--- config.mk ---
export PLATFORM = sky130hd
export DESIGN_NAME = pc_sequencer
export DESIGN_NICKNAME = d
export VERILOG_FILES = /design/src/rtl/pc_pkg.sv /design/src/rtl/pc_return_stack.sv /design/src/rtl/pc_sequencer.sv
export SDC_FILE = /design/constraint.sdc
export NUM_CORES = 1
export LEC_CHECK = 0
export ABC_AREA = 1
export BUFFER_PORTS_ARGS = -buffer_cell sky130_fd_sc_hd__buf_2
export CORE_MARGIN = 10
export CORE_UTILIZATION = 48
export DETAILED_ROUTE_END_ITERATION = 7
export PLACE_DENSITY = 0.76
export SLEW_MARGIN = 10
export SYNTH_ARGS = -nofsm -noshare
export SYNTH_HDL_FRONTEND = slang
export SYNTH_SLANG_ARGS = --single-unit
export TNS_END_PERCENT = 5
--- constraint.sdc ---
create_clock -name clk -period 2.2 [get_ports clk]
set_clock_uncertainty 0.2 [all_clocks]
set_input_delay 0.33 -clock clk [delete_from_list [all_inputs] [get_ports clk]]
set_output_delay 0.33 -clock clk [all_outputs]
set_load 0.02 [all_outputs]
--- src/rtl/pc_pkg.sv ---
// Shared types and defaults for the instruction-fetch program counter.
// Command decode encodes the fixed priority complete > ret > call > w_en > inc.
package pc_pkg;

    localparam int unsigned PC_ADDR_W_DEFAULT      = 6;
    localparam int unsigned PC_STACK_DEPTH_DEFAULT = 4;

    typedef enum logic {
        PC_RUN,
        PC_HALT
    } pc_state_e;

    typedef enum logic [2:0] {
        CMD_NONE,
        CMD_INC,
        CMD_JUMP,
        CMD_CALL,
        CMD_RET,
        CMD_COMPLETE
    } pc_cmd_e;

    function automatic pc_cmd_e pc_decode(input logic inc, input logic w_en,
                                          input logic call, input logic ret,
                                          input logic complete);
        pc_cmd_e cmd;
        cmd = CMD_NONE;
        if (complete)  cmd = CMD_COMPLETE;
        else if (ret)  cmd = CMD_RET;
        else if (call) cmd = CMD_CALL;
        else if (w_en) cmd = CMD_JUMP;
        else if (inc)  cmd = CMD_INC;
        return cmd;
    endfunction

endpackage

--- src/rtl/pc_return_stack.sv ---
// Hardware return-address LIFO; push/pop are ignored when they would
// overflow/underflow and the event is flagged combinationally instead.
module pc_return_stack #(
    parameter int unsigned WIDTH = 6,
    parameter int unsigned DEPTH = 4
) (
    input  logic             clk,
    input  logic             rst,
    input  logic             clear,
    input  logic             push,
    input  logic             pop,
    input  logic [WIDTH-1:0] push_data,
    output logic [WIDTH-1:0] top_data,
    output logic             empty,
    output logic             full,
    output logic             overflow,
    output logic             underflow
);

    localparam int unsigned SP_W  = $clog2(DEPTH + 1);
    localparam int unsigned IDX_W = (DEPTH > 1) ? $clog2(DEPTH) : 1;

    logic [WIDTH-1:0] mem [DEPTH];
    logic [SP_W-1:0]  sp;
    logic [SP_W-1:0]  sp_dec;

    always_comb begin
        sp_dec    = sp - SP_W'(1);
        empty     = (sp == '0);
        full      = (sp == SP_W'(DEPTH));
        overflow  = push && full;
        underflow = pop && empty;
        top_data  = mem[sp_dec[IDX_W-1:0]];
    end

    always_ff @(posedge clk or posedge rst) begin
        if (rst)
            sp <= '0;
        else if (clear)
            sp <= '0;
        else if (push && !full)
            sp <= sp + SP_W'(1);
        else if (pop && !empty)
            sp <= sp_dec;
    end

    // Entry contents need no reset: only the pointer defines validity.
    always_ff @(posedge clk) begin
        if (push && !full)
            mem[sp[IDX_W-1:0]] <= push_data;
    end

endmodule

--- src/rtl/pc_sequencer.sv ---
// Program counter with call/return stack and RUN/HALT control.
// Optional macro PC_STACK_FAULT_HALT_EN: stack overflow/underflow also halts.
module pc_sequencer
    import pc_pkg::*;
#(
    parameter int unsigned ADDR_W      = PC_ADDR_W_DEFAULT,
    parameter int unsigned DATA_W      = 32,
    parameter int unsigned STACK_DEPTH = PC_STACK_DEPTH_DEFAULT,
    parameter int unsigned START_ADDR  = 0
) (
    input  logic              clk,
    input  logic              rst,
    input  logic              en,
    input  logic              inc,
    input  logic              w_en,
    input  logic              call,
    input  logic              ret,
    input  logic              complete,
    input  logic              start,
    input  logic [DATA_W-1:0] data_in,
    output logic [ADDR_W-1:0] instruction_address,
    output logic              halted,
    output logic              stack_empty,
    output logic              stack_full,
    output logic              stack_err
);

    pc_state_e         state;
    pc_cmd_e           cmd;
    logic [ADDR_W-1:0] pc_inc;
    logic [ADDR_W-1:0] target;
    logic [ADDR_W-1:0] ret_addr;
    logic              running;
    logic              push;
    logic              pop;
    logic              restart;
    logic              st_over;
    logic              st_under;
    logic              stack_fault;

    generate
        if (DATA_W > ADDR_W) begin : g_hi_bits
            logic unused_data_hi;
            assign unused_data_hi = ^data_in[DATA_W-1:ADDR_W];
        end
    endgenerate

    always_comb begin
        cmd         = pc_decode(inc, w_en, call, ret, complete);
        pc_inc      = instruction_address + ADDR_W'(1);
        target      = data_in[ADDR_W-1:0];
        running     = en && (state == PC_RUN);
        push        = running && (cmd == CMD_CALL);
        pop         = running && (cmd == CMD_RET);
        restart     = en && (state == PC_HALT) && start;
        stack_fault = st_over || st_under;
    end

    pc_return_stack #(
        .WIDTH (ADDR_W),
        .DEPTH (STACK_DEPTH)
    ) u_stack (
        .clk       (clk),
        .rst       (rst),
        .clear     (restart),
        .push      (push),
        .pop       (pop),
        .push_data (pc_inc),
        .top_data  (ret_addr),
        .empty     (stack_empty),
        .full      (stack_full),
        .overflow  (st_over),
        .underflow (st_under)
    );

    always_ff @(posedge clk or posedge rst) begin
        if (rst) begin
            state               <= PC_RUN;
            instruction_address <= ADDR_W'(START_ADDR);
            halted              <= 1'b0;
            stack_err           <= 1'b0;
        end else if (en) begin
            unique case (state)
                PC_RUN: begin
                    unique case (cmd)
                        CMD_COMPLETE: begin
                            state  <= PC_HALT;
                            halted <= 1'b1;
                        end
                        CMD_RET, CMD_CALL: begin
                            if (stack_fault) begin
                                stack_err <= 1'b1;
`ifdef PC_STACK_FAULT_HALT_EN
                                state     <= PC_HALT;
                                halted    <= 1'b1;
`endif
                            end else begin
                                instruction_address <= (cmd == CMD_RET) ? ret_addr : target;
                            end
                        end
                        CMD_JUMP: instruction_address <= target;
                        CMD_INC:  instruction_address <= pc_inc;
                        default:  ;
                    endcase
                end
                PC_HALT: begin
                    if (start) begin
                        state               <= PC_RUN;
                        halted              <= 1'b0;
                        instruction_address <= ADDR_W'(START_ADDR);
                        stack_err           <= 1'b0;
                    end
                end
                default: ;
            endcase
        end
    end

endmodule

==> reports/metrics.yaml <==
power_and_ir_drop:
  peakVddDrop_mv: 0.598
  power_leakage_uw: 0.00119
  pwr-share-comb_pct: 43.3
  powerDensity_nw_per_um2: 1030
  clockPowerShare_pct: 18.4
  internal_power_uw: 1460
  p_sw_share_pct: 42.5
  seqPwrFrac_pct: 38.3
  p_sw_uw: 1080
timing:
  max_slew_margin_pct: 64.5
  hold_viol_final: 0
  whs_ps: 146
  fmax_mhz: 485
  final-setup-viol-count: 0
  layout_min_cycle_time_ps: 2060
  slew_viol_final: 0
  rsz0062_at_grt: "no"
  worst_pin_slew_ps: 531
  finalSetupTns_ps: 0
  fin_crit_sh_pct: 93.8
cells_and_area:
  multi_input_area_um2: 960
  drive_gt1_share_pct: 18.3
  regArea_um2: 1020
  area_growth_pct: 15.6
  fillers: 397
  layoutNonFillerInstCount: 353
  layout.nets: 348
  final_core_util_pct: 56.8
  n_antenna_cell: 0
critical_path:
  required_ps: 1990
  path_buf_inv: 2
  crit_type: "reg -> reg"
  worst-endpoint-arrival_ps: 1850
  r2r_setup_slack_ps: 140
  crit_chain: "inv_1 -> ha_1 -> ha_2 -> inv_1 -> nand4_4 -> nor2_4"
  crit_fanout: 8
  cp_slowest_cell: "dfrtp_1"
  end_kind: "flop"
  start_kind: "flop"
  crit_family: "simple AND/OR/NAND/NOR gates"
  cpPeakStageDelay_ps: 400
  cpMostUsedCell: "inv_1"
placed_design:
  gp_congestion: 0.859
  hpwlAfterDp_mm: 3.39
  place_inst: 344
  numPortBuffers: 24
logic_synthesis:
  synth_nets: 316
  yosysWarnings: 0
  synth.top_cell.area_share_pct: 33.9
  seq_area_frac_synth_pct: 48.1
  yosysMostFrequentCell: "nand2_1"
  syn_area_per_cell_um2: 7.92
  syn_area_um2: 2120
  synth_ff_type: "edfxtp_1"
  asyncSetResetFlopFracSynth_pct: 33.3
  synth_area_leaders: "edfxtp_1 (34%), nand2_1 (15%), dfrtp_1 (14%)"
  ys_ff_latch: 36
  ys_top_cells_by_count: "nand2_1 (84), inv_1 (41), nand3_1 (32)"
  yosysUniqueCellTypes: 24
  synth_edf_count: 24
  netlist_instances: 268
  synth_top_area_cell: "edfxtp_1"
die:
  pin_count: 51
  dieArea_um2: 7480
  core_um2: 4320
  die_y_um: 86.5
  die_w_um: 86.5
  start_util_pct: 49.1
  num_rows: 24
worst_hold_path:
  min_path_type: "in -> reg"
outcome:
  status: "complete, no violations"
route:
  wl_mm: 4.50
  drc_errors: 0
  ant_nets: 0
  drt_iter0_drc: 95
  vias: 1758
  wl_per_cell_um: 12.8
  first_pass_iters: 4
  via_per_inst: 4.98
cts:
  cts_root_buf: "clkbuf_8"
  worstSkewPairLatency_ps: 290
  cts_made_buffers: 5
  cts_tree: "yes"
  post-cts-setup-buffers: 0
  cts_buffer_depth: 2
  clock-sinks: 36
  clk_pin_slew_ps: 70
  cts_htree_levels: 2
  post_cts_resized: 0
global_route:
  antenna_found_initial: 0
  grt_pass1_vias: 1677
  grt_usage_pct: 12.6
  globalRouteOverflowTotal: 0
  grt_start_max_net_pins: 16
  grt_pass1_wl_mm: 7.55
run:
  cap_violations: 0
[layout by cell type (no fill, tap or decap), types with 2 or more instances in the layout]
cell type,instances
dfrtp_1,12
buf_4,3
nand4_1,9
edfxtp_1,24
xor2_1,2
xnor2_1,2
ha_1,6
nand2_1,84
clkinv_2,2
nand3_1,32
buf_2,24
inv_2,4
and2_1,2
o21ai_1,4
clkbuf_8,5
nor2_2,3
inv_1,41
nor2_4,7
o21ai_0,4
nand3_2,2
nor2_1,21
[per-stage QoR]
| step | cell area (um2) | power, uW | setup slack (ps) |
|---|---|---|---|
| 3_3_place_gp | 2360 | 2040 | 161 |
| 3_5_place_dp | 2360 | 2070 | 134 |
| 5_1_grt | 2450 | 2700 | 28.1 |
| 6_report | 2450 | 2540 | 137 |
| 2_1_floorplan | 2160 | 1720 | 10.9 |
| 4_1_cts | 2450 | 2540 | 116 |
[metal layers]
metal,vias to the layer above,wire (um),GRT usage (%)
li1,913,-,-
met1,800,2090,15.8
met2,40,2130,20.6
met3,5,240,3.75
met4,0,48,3.39
met5,-,0,0
[repair_timing]
item,CTS,global route
endpoints found under the hold margin,12,0
setup endpoints to repair,0,0
hold buffers,1,0
[area by class of cell]
class / instances / area share [%]
Tap cell: 52 / 2.65
Multi-Input combinational cell: 184 / 39.1
Clock buffer: 5 / 2.80
Clock inverter: 3 / 0.765
Sequential cell: 36 / 41.6
Inverter: 45 / 6.88
Timing Repair Buffer: 28 / 6.22
[worst paths after layout]
path | start | end | cells after the start
worst min register to register | halted | halted | 2
worst max-delay path | u_stack.sp[1] | u_stack.mem[0][4] | 6
max in group asynchronous | rst | u_stack.sp[0] | 3
min in group asynchronous | rst | instruction_address[2] | 3
worst min-delay path | start | state | 4
worst max register to register | u_stack.sp[1] | u_stack.mem[0][4] | 6
[flip-flops by register name (all words and copies together), names as in the netlist]
signal and flops:
stack_err 1, state 1, instruction_address 6, halted 1
u_stack.mem 24, u_stack.sp 3
[kinds of logic (layout without fill, tap and decap cells)]
family          after synthesis  count (layout)  share of synthesized area, %
compound gates                9               9                          2.24
xor+xnor                      4               4                          1.65
fa+ha+maj                     7               7                          4.12
buf+inv                      48              81                          8.66
flops                        36              36                          48.1
simple gates                164             164                          35.2
[worst min-delay path: cells and delay by family]
kind,cells,cell delay (ps)
AOI/OAI and AO/OA,1,70
buffers and inverters,2,130
and+or+nand+nor,1,50
[power groups by stage]
| stage | registers [uW] | logic, uW | clock network, uW |
|---|---|---|---|
| detailed placement | 983 | 1090 | 0 |
| global placement | 981 | 1060 | 0 |
| global route | 984 | 1220 | 496 |
| floorplan | 1040 | 682 | 0 |
| finish | 972 | 1100 | 467 |
| CTS | 971 | 1100 | 470 |
Note: power is estimated with default switching activity, not from simulation.
